===== config.mk =====
export PLATFORM = sky130hd
export DESIGN_NAME = pipeline_ctrl_flat
export DESIGN_NICKNAME = d
export VERILOG_FILES = /design/src/rtl/pipeline_ctrl_if.sv /design/src/rtl/pipeline_ctrl.sv /design/src/flat_wrapper.sv
export SDC_FILE = /design/constraint.sdc
export NUM_CORES = 1
export LEC_CHECK = 0
export CAP_MARGIN = 30
export CORE_UTILIZATION = 25
export DETAILED_ROUTE_END_ITERATION = 6
export GPL_ROUTABILITY_DRIVEN = 0
export PLACE_DENSITY = 0.49
export SETUP_SLACK_MARGIN = 0.02
export SLEW_MARGIN = 20
export SYNTH_ARGS = -nofsm -noshare
export SYNTH_HDL_FRONTEND = slang
export SYNTH_SLANG_ARGS = --single-unit

===== constraint.sdc =====
create_clock -name clk -period 5.95 [get_ports clk]
set_input_delay 1.19 -clock clk [delete_from_list [all_inputs] [get_ports clk]]
set_output_delay 1.19 -clock clk [all_outputs]
set_load 0.01 [all_outputs]

===== src/rtl/pipeline_ctrl_if.sv =====
`default_nettype none
// ------------------------------------------------------------------
// pipeline_ctrl_if : hazard-unit pipeline signal bundle   rev 1.0
// ------------------------------------------------------------------
interface pipeline_ctrl_if #(
  parameter int CNT_W = 32
);
  logic [4:0]       rs1d;
  logic [4:0]       rs2d;
  logic [4:0]       rs1e;
  logic [4:0]       rs2e;
  logic [4:0]       rde;
  logic [1:0]       resultsrce;
  logic [4:0]       rdm;
  logic             regwritem;
  logic [4:0]       rdw;
  logic             regwritew;
  logic             pcsrce;
  logic             memreq_m;
  logic             dmem_ack;
  logic             cnt_clr;
  logic             stallf;
  logic             stalld;
  logic             stalle;
  logic             stallm;
  logic             flushd;
  logic             flushe;
  logic             flushw;
  logic [1:0]       forwardae;
  logic [1:0]       forwardbe;
  logic             mem_err;
  logic [CNT_W-1:0] stall_cnt;

  modport master (
    output rs1d, rs2d, rs1e, rs2e, rde, resultsrce, rdm, regwritem,
           rdw, regwritew, pcsrce, memreq_m, dmem_ack, cnt_clr,
    input  stallf, stalld, stalle, stallm, flushd, flushe, flushw,
           forwardae, forwardbe, mem_err, stall_cnt
  );

  modport slave (
    input  rs1d, rs2d, rs1e, rs2e, rde, resultsrce, rdm, regwritem,
           rdw, regwritew, pcsrce, memreq_m, dmem_ack, cnt_clr,
    output stallf, stalld, stalle, stallm, flushd, flushe, flushw,
           forwardae, forwardbe, mem_err, stall_cnt
  );
endinterface
`default_nettype wire


===== src/rtl/pipeline_ctrl.sv =====
`default_nettype none
// ------------------------------------------------------------------
// pipeline_ctrl : RV32 hazard, forwarding and dmem-wait control  rev 1.0
// ------------------------------------------------------------------
module pipeline_ctrl #(
  parameter int MEM_TIMEOUT = 16,
  parameter int CNT_W       = 32
) (
  input  logic                clk,
  input  logic                rst,
  pipeline_ctrl_if.slave      bus
);

  localparam int WC_W = $clog2(MEM_TIMEOUT) + 1;
  localparam logic [WC_W-1:0] WAIT_LAST = WC_W'(MEM_TIMEOUT - 1);

  typedef enum logic [0:0] {
    ST_RUN      = 1'b0,
    ST_MEM_WAIT = 1'b1
  } state_t;

  state_t           state_q, state_d;
  logic [WC_W-1:0]  wait_cnt_q, wait_cnt_d;
  logic             mem_err_q, mem_err_d;
  logic [CNT_W-1:0] stall_cnt_q, stall_cnt_d;

  logic       lwstall;
  logic       memstall;
  logic       timeout;
  logic       stallf;
  logic [1:0] fwd_a;
  logic [1:0] fwd_b;

  function automatic logic [1:0] fwd_sel(
    input logic [4:0] rs,
    input logic [4:0] rdm,
    input logic       regwritem,
    input logic [4:0] rdw,
    input logic       regwritew
  );
    logic [1:0] sel;
    sel = 2'b00;
    if (regwritem && (rdm != 5'd0) && (rdm == rs))
      sel = 2'b10;
    else if (regwritew && (rdw != 5'd0) && (rdw == rs))
      sel = 2'b01;
    return sel;
  endfunction

  assign fwd_a = fwd_sel(bus.rs1e, bus.rdm, bus.regwritem, bus.rdw, bus.regwritew);
  assign fwd_b = fwd_sel(bus.rs2e, bus.rdm, bus.regwritem, bus.rdw, bus.regwritew);

  assign lwstall = (bus.resultsrce == 2'b01) && (bus.rde != 5'd0) &&
                   ((bus.rde == bus.rs1d) || (bus.rde == bus.rs2d));

  assign memstall = ((state_q == ST_RUN) && bus.memreq_m && !bus.dmem_ack) ||
                    ((state_q == ST_MEM_WAIT) && !bus.dmem_ack && (wait_cnt_q != WAIT_LAST));

  assign timeout = (state_q == ST_MEM_WAIT) && !bus.dmem_ack && (wait_cnt_q == WAIT_LAST);

  // E is frozen during a memory stall, so a resolved branch waits until release.
  always_comb begin
    stallf        = 1'b0;
    bus.stalld    = 1'b0;
    bus.stalle    = 1'b0;
    bus.stallm    = 1'b0;
    bus.flushd    = 1'b0;
    bus.flushe    = 1'b0;
    bus.flushw    = 1'b0;
    bus.forwardae = 2'b00;
    bus.forwardbe = 2'b00;
    if (rst) begin
      bus.flushd = 1'b1;
      bus.flushe = 1'b1;
      bus.flushw = 1'b1;
    end else begin
      bus.forwardae = fwd_a;
      bus.forwardbe = fwd_b;
      if (memstall) begin
        stallf     = 1'b1;
        bus.stalld = 1'b1;
        bus.stalle = 1'b1;
        bus.stallm = 1'b1;
        bus.flushw = 1'b1;
      end else begin
        stallf     = lwstall;
        bus.stalld = lwstall;
        bus.flushe = lwstall | bus.pcsrce;
        bus.flushd = bus.pcsrce;
        bus.flushw = timeout;
      end
    end
  end

  assign bus.stallf    = stallf;
  assign bus.mem_err   = mem_err_q;
  assign bus.stall_cnt = stall_cnt_q;

  always_comb begin
    state_d    = state_q;
    wait_cnt_d = wait_cnt_q;
    mem_err_d  = 1'b0;
    case (state_q)
      ST_RUN: begin
        if (bus.memreq_m && !bus.dmem_ack) begin
          state_d    = ST_MEM_WAIT;
          wait_cnt_d = WC_W'(1);
        end
      end
      ST_MEM_WAIT: begin
        if (bus.dmem_ack) begin
          state_d    = ST_RUN;
          wait_cnt_d = '0;
        end else if (wait_cnt_q == WAIT_LAST) begin
          state_d    = ST_RUN;
          wait_cnt_d = '0;
          mem_err_d  = 1'b1;
        end else begin
          wait_cnt_d = wait_cnt_q + WC_W'(1);
        end
      end
      default: begin
        state_d    = ST_RUN;
        wait_cnt_d = '0;
      end
    endcase
  end

  always_comb begin
    stall_cnt_d = stall_cnt_q;
    if (bus.cnt_clr)
      stall_cnt_d = '0;
    else if (stallf && (stall_cnt_q != {CNT_W{1'b1}}))
      stall_cnt_d = stall_cnt_q + CNT_W'(1);
  end

  always_ff @(posedge clk) begin
    if (rst) begin
      state_q     <= ST_RUN;
      wait_cnt_q  <= '0;
      mem_err_q   <= 1'b0;
      stall_cnt_q <= '0;
    end else begin
      state_q     <= state_d;
      wait_cnt_q  <= wait_cnt_d;
      mem_err_q   <= mem_err_d;
      stall_cnt_q <= stall_cnt_d;
    end
  end

endmodule
`default_nettype wire


===== src/flat_wrapper.sv =====
// flat-port wrapper written by rule: the top's interface ports become plain ports
module pipeline_ctrl_flat 
#(
  parameter int MEM_TIMEOUT = 16,
  parameter int CNT_W       = 32
)
  (clk, rst, bus_rs1d, bus_rs2d, bus_rs1e, bus_rs2e, bus_rde, bus_resultsrce, bus_rdm, bus_regwritem, bus_rdw, bus_regwritew, bus_pcsrce, bus_memreq_m, bus_dmem_ack, bus_cnt_clr, bus_stallf, bus_stalld, bus_stalle, bus_stallm, bus_flushd, bus_flushe, bus_flushw, bus_forwardae, bus_forwardbe, bus_mem_err, bus_stall_cnt);
  pipeline_ctrl_if #(.CNT_W(CNT_W)) bus_i ();
  input  logic clk;
  input  logic rst;
  input wire logic [$bits(bus_i.rs1d)-1:0] bus_rs1d;
  input wire logic [$bits(bus_i.rs2d)-1:0] bus_rs2d;
  input wire logic [$bits(bus_i.rs1e)-1:0] bus_rs1e;
  input wire logic [$bits(bus_i.rs2e)-1:0] bus_rs2e;
  input wire logic [$bits(bus_i.rde)-1:0] bus_rde;
  input wire logic [$bits(bus_i.resultsrce)-1:0] bus_resultsrce;
  input wire logic [$bits(bus_i.rdm)-1:0] bus_rdm;
  input wire logic [$bits(bus_i.regwritem)-1:0] bus_regwritem;
  input wire logic [$bits(bus_i.rdw)-1:0] bus_rdw;
  input wire logic [$bits(bus_i.regwritew)-1:0] bus_regwritew;
  input wire logic [$bits(bus_i.pcsrce)-1:0] bus_pcsrce;
  input wire logic [$bits(bus_i.memreq_m)-1:0] bus_memreq_m;
  input wire logic [$bits(bus_i.dmem_ack)-1:0] bus_dmem_ack;
  input wire logic [$bits(bus_i.cnt_clr)-1:0] bus_cnt_clr;
  output wire logic [$bits(bus_i.stallf)-1:0] bus_stallf;
  output wire logic [$bits(bus_i.stalld)-1:0] bus_stalld;
  output wire logic [$bits(bus_i.stalle)-1:0] bus_stalle;
  output wire logic [$bits(bus_i.stallm)-1:0] bus_stallm;
  output wire logic [$bits(bus_i.flushd)-1:0] bus_flushd;
  output wire logic [$bits(bus_i.flushe)-1:0] bus_flushe;
  output wire logic [$bits(bus_i.flushw)-1:0] bus_flushw;
  output wire logic [$bits(bus_i.forwardae)-1:0] bus_forwardae;
  output wire logic [$bits(bus_i.forwardbe)-1:0] bus_forwardbe;
  output wire logic [$bits(bus_i.mem_err)-1:0] bus_mem_err;
  output wire logic [$bits(bus_i.stall_cnt)-1:0] bus_stall_cnt;
  assign bus_i.rs1d = bus_rs1d;
  assign bus_i.rs2d = bus_rs2d;
  assign bus_i.rs1e = bus_rs1e;
  assign bus_i.rs2e = bus_rs2e;
  assign bus_i.rde = bus_rde;
  assign bus_i.resultsrce = bus_resultsrce;
  assign bus_i.rdm = bus_rdm;
  assign bus_i.regwritem = bus_regwritem;
  assign bus_i.rdw = bus_rdw;
  assign bus_i.regwritew = bus_regwritew;
  assign bus_i.pcsrce = bus_pcsrce;
  assign bus_i.memreq_m = bus_memreq_m;
  assign bus_i.dmem_ack = bus_dmem_ack;
  assign bus_i.cnt_clr = bus_cnt_clr;
  assign bus_stallf = bus_i.stallf;
  assign bus_stalld = bus_i.stalld;
  assign bus_stalle = bus_i.stalle;
  assign bus_stallm = bus_i.stallm;
  assign bus_flushd = bus_i.flushd;
  assign bus_flushe = bus_i.flushe;
  assign bus_flushw = bus_i.flushw;
  assign bus_forwardae = bus_i.forwardae;
  assign bus_forwardbe = bus_i.forwardbe;
  assign bus_mem_err = bus_i.mem_err;
  assign bus_stall_cnt = bus_i.stall_cnt;
  pipeline_ctrl #(.MEM_TIMEOUT(MEM_TIMEOUT), .CNT_W(CNT_W)) u_core (.clk(clk), .rst(rst), .bus(bus_i));
endmodule

; Yosys cells after proc, flatten, opt, wreduce, memory -nomap -nowiden
; Index checks and enable logic that the tools add are counted.
[word_totals]
register_bits = 39
inputBits = 45
out_inout_bits = 44
wordCells = 67
[op_classes]
addsub = 2
eq_ne = 11
mux = 25
bitwise_logic = 2
reduce_logical = 23
[op_table]
columns = operator, n
row1 = "32-bit by 1-bit adder with 32-bit output, second input constant", 1
row2 = "32-bit inequality test, second input constant", 1
row3 = 5-bit equality test, 6
row4 = 1-bit two-way mux, 16
row5 = 1-bit logical AND, 15
row6 = 5-bit two-way mux, 3
row7 = 5-bit nonzero test, 3
row8 = 5-bit one-hot mux with 2 select lines, 1
row9 = 2-bit two-way mux, 4
row10 = "5-bit by 1-bit adder with 5-bit output, second input constant", 1
row11 = "5-bit by 4-bit equality test with 1-bit output, second input constant", 1
row12 = "5-bit by 4-bit inequality test with 1-bit output, second input constant", 1
row13 = 3-bit OR reduction, 1
row14 = "2-bit by 1-bit equality test with 1-bit output, second input constant", 1
row15 = 1-bit logical OR, 2
row16 = "2-bit inequality test, second input constant", 1
row17 = 1-bit one-hot mux with 2 select lines, 1
row18 = 2-bit OR reduction, 1
row19 = 1-bit logical NOT, 1
row20 = 1-bit NOT, 1
row21 = 1-bit OR, 1

; Depth between registers and ports, before layout
[depth]
depth_word = 7
mapped_depth = 10
ltp_nobuf = 8

; Worst setup path after synthesis
; OpenSTA, ideal clock, no wires.
[synth_timing]
path_type = input to output
from = in bus_rde[0]
to = out bus_stallf
t_arrival_ns = 2.852
t_required_ns = 4.760
slack_ns = 1.908
cell_stages = 8
n_path_buf = 3
path_cell_list = or4_1 o21ai_1 nor2_1 a21oi_1 clkbuf_1 clkbuf_1 inv_1 buf_4
[synth_via]
elab_chain_len = 5
elab_cells_between_ends = 8
classes_between = eq/ne (2) / mux (2) / reduce/logical (4)
[synth_rtl]
columns = item, line_no
row1 = "start, declared", flat_wrapper.sv:15  ; input wire logic [$bits(bus_i.rde)-1:0] bus_rde;
row2 = 5-bit equality test or 5-bit nonzero test (tied branches), "pipeline_ctrl.sv:54, pipeline_ctrl.sv:53"
row3 = 1-bit logical OR or 1-bit logical AND (tied branches), "pipeline_ctrl.sv:54, pipeline_ctrl.sv:53"
row4 = 1-bit logical AND *, pipeline_ctrl.sv:53  ; assign lwstall = (bus.resultsrce == 2'b01) && (bus.rde != 5'd0) &&
row5 = 1-bit two-way mux * (2 in a row), -
row6 = "end, declared", flat_wrapper.sv:25  ; output wire logic [$bits(bus_i.stallf)-1:0] bus_stallf;
; Mark *: on every way between the ends. The rest lies on a longest branch, timed or not.

; Worst setup path in the final report
[layout_timing]
from = in bus_rdm[1]
to = out bus_forwardae[0]
[layout_via]
elab_chain_len = 5
elab_cells_between_ends = 6
classes_between = eq/ne (1) / mux (2) / reduce/logical (3)
[layout_rtl]
columns = item, line_no
row1 = "start, declared", flat_wrapper.sv:17  ; input wire logic [$bits(bus_i.rdm)-1:0] bus_rdm;
row2 = 5-bit nonzero test, pipeline_ctrl.sv:43  ; if (regwritem && (rdm != 5'd0) && (rdm == rs))
row3 = 1-bit logical AND, pipeline_ctrl.sv:43
row4 = 1-bit logical AND *, pipeline_ctrl.sv:43
row5 = 2-bit two-way mux *, pipeline_ctrl.sv:43
row6 = 2-bit two-way mux *, pipeline_ctrl.sv:72  ; if (rst) begin
row7 = "end, declared", flat_wrapper.sv:32  ; output wire logic [$bits(bus_i.forwardae)-1:0] bus_forwardae;
; Marked as above.

==> results.toml <==
[clock_network]
cts_root_buffer = "clkbuf_8"
cts_resized = 0
postCtsSetupRepairBufs = 0
clk_path_buf_depth = 2
path_clk_slew_ns = 0.08
cts.sinks = 39
clock_latency_ns = 0.29
ctsHoldBuffers = 0
htree_num_levels = 2
cts_tree = "done"
cts_buffers = 5

[die]
fp-row-count = 35
core_um2 = 9330
initial_core_util = 0.260
fp.dieW_um = 100
ios = 89
die_h_um = 100
die_area_um2 = 10100

[worst_setup_path]
crit_fanout = 4
arrival_ns = 3.59
required_ns = 4.76
start_kind = "input pin"
crit_path_end_kind = "primary output"
critPathKind = "input pin to primary output"

[power]
ir_drop_mv = 0.0841
power_leakage_uw = 0.00109
power_density_nw_per_um2 = 151

[flow_run]
max_cap_violations = 0

[cells_and_area]
diodes = 0
fillerInstances = 974
multi_input_area_um2 = 1540
seq_area_um2 = 781
layout.nets = 441
drive_gt1_frac = 0.0430
areaGrowthSynthToFinish_pct = 44.5

[synthesis]
yosys_warnings = 0
synth_seq_cells = 39
synth_xor_area_frac = 0.112
async_reset_ff_frac = 0
synth-simple-area-share = 0.336
synth_edf_count = 0
yosysSeqAreaShare = 0.322
syn_area_per_cell_um2 = 7.82
muxShareOfSynthArea = 0
syn_area_um2 = 2420
synthFlopType = "dfxtp_1"
synth_fp_nets = 357
synthAdderAreaFrac = 0.0103
synth_top_family_by_area = "simple AND/OR/NAND/NOR gates"
synth.distinct_cells = 44
synth-compound-area-share = 0.177
syn_inst = 310

[global_routing]
gr-total-overflow = 0
grt_pass1_wl_um = 11800
grt_max_degree = 32
grt.total_usage = 0.147
grt_pass1_vias = 2446
antenna_found_initial = 0

[routing]
drt-total-wl_um = 7020
final_antenna_net_count = 0
route.detailed.drc = 0
first_iter_violations = 64
wl_per_cell_um = 13.4
vias_per_cell = 4.78
first_pass_iters = 5
vias = 2507

[place]
io_buffers = 88
dp_hpwl_um = 5430

[timing]
timing.fmax_ghz = 0.209
post-route-min-period_ns = 4.78
max_slew_margin = 0.583
min_period_over_period = 0.804
tightestPinTransition_ns = 0.626
final-hold-violation-count = 0
final.setup.tns_ns = 0
hold_ws_ns = 0.442
drv_slew = 0
fin_skew_ns = 0.0110
rsz0062_at_grt = "false"
finalSetupViolCount = 0

[status]
status = "finished clean"

[min_path]
hp-class = "flip-flop to flip-flop"
-- cell type report --
class / instances / area share
multi-input combinational: 250 / 0.439
timing repair buffer: 91 / 0.260
sequential: 39 / 0.223
tap: 129 / 0.0461
clock buffer: 5 / 0.0197
inverter: 7 / 0.00751
clock inverter: 3 / 0.00429
-- cell usage in the layout (no fill, tap or decap), types with 2 or more instances in the layout --
| cell | count |
|---|---|
| buf_4 | 2 |
| inv_1 | 6 |
| clkinv_2 | 3 |
| nor3_1 | 6 |
| and3_1 | 10 |
| nand3b_1 | 2 |
| clkdlybuf4s50_1 | 88 |
| clkbuf_8 | 5 |
| ha_1 | 2 |
| o21ai_1 | 15 |
| xor2_1 | 10 |
| or3_1 | 26 |
| nand2_1 | 23 |
| nor2_1 | 13 |
| nand4_1 | 12 |
| or4_1 | 8 |
| and2_1 | 3 |
| dfxtp_1 | 39 |
| nor4_1 | 5 |
| o21ai_0 | 16 |
| nor2b_1 | 2 |
| a21oi_1 | 36 |
| nand3_1 | 15 |
| and4_1 | 6 |
| xnor2_1 | 21 |
| nand2b_1 | 2 |
-- critical path, cell delays in order --
cell and delay [ns]:
clkdlybuf4s50_1 0.48, or4_1 0.55, o21ai_0 0.36, nor3_1 0.11, nor4_1 0.31, clkdlybuf4s50_1 0.59
-- state kept, by name, indices dropped and copies added, names as in the netlist --
name                  flops
u_core.bus.mem_err        1
u_core.state_q            1
u_core.bus.stall_cnt     32
u_core.wait_cnt_q         5
-- cells in the mapped netlist, types with 2 or more instances --
library cell	number	area (um^2)
nor2_1	13	48.8
o21ai_1	15	75.1
buf_4	3	22.5
nand4_1	12	75.1
xor2_1	10	87.6
clkbuf_1	8	30.0
dfxtp_1	39	781
xnor2_1	21	184
ha_1	2	25.0
o21ai_0	16	80.1
nor4_1	5	31.3
inv_1	6	22.5
and3_1	10	62.6
nand2_1	23	86.3
or3_1	26	163
nor2b_1	2	12.5
a21oi_1	36	180
nand2b_1	2	12.5
nand3_1	15	75.1
and4_1	6	52.6
and2_1	3	18.8
or4_1	8	60.1
nor3_1	6	30.0
buf_6	2	22.5
nand3b_1	2	15.0
-- report_power, final --
part,switching [uW],internal (uW),total [uW]
registers,1.21,262,263
logic,38.8,50.0,88.8
clock network,97.2,80.4,178
total,137,392,529
-- per-stage QoR --
stage          power [uW]  std cells  setup WS, ns   util  cell area (um^2)
6_report              529        524          1.17  0.375              3500
4_1_cts               538        524          1.17  0.375              3500
5_1_grt               555        524         0.974  0.375              3500
2_1_floorplan         309        310          1.91      -              2420
3_3_place_gp          358        515          1.25  0.365              3400
3_5_place_dp          359        516          1.17  0.366              3420
-- routing by layer --
layer | up-vias | track usage | share of wire
li1 | 1316 | - | -
met2 | 55 | 0.266 | 0.50
met1 | 1126 | 0.178 | 0.45
met3 | 10 | 0.0277 | 0.033
met4 | 0 | 0.0368 | 0.014
met5 | - | 0 | 0
-- path summary, 6_finish.rpt --
path | from | endpoint | slack (ns) | cells past startpoint
worst min-delay path | u_core.wait_cnt_q[4] | u_core.bus.mem_err | 0.44 | 1
worst max-delay path | bus_rdm[1] | bus_forwardae[0] | 1.17 | 6
worst min register to register | u_core.wait_cnt_q[4] | u_core.bus.mem_err | 0.44 | 1
worst max register to register | u_core.bus.stall_cnt[8] | u_core.bus.stall_cnt[13] | 3.36 | 7
-- cell families after synthesis --
group | Yosys count
and+or+nand+nor | 139
AOI/OAI and AO/OA | 78
DFF | 39
xor gates and xnor gates | 31
buffers and inverters | 21
adders and majority gates | 2
(Power assumes the default switching activity.)
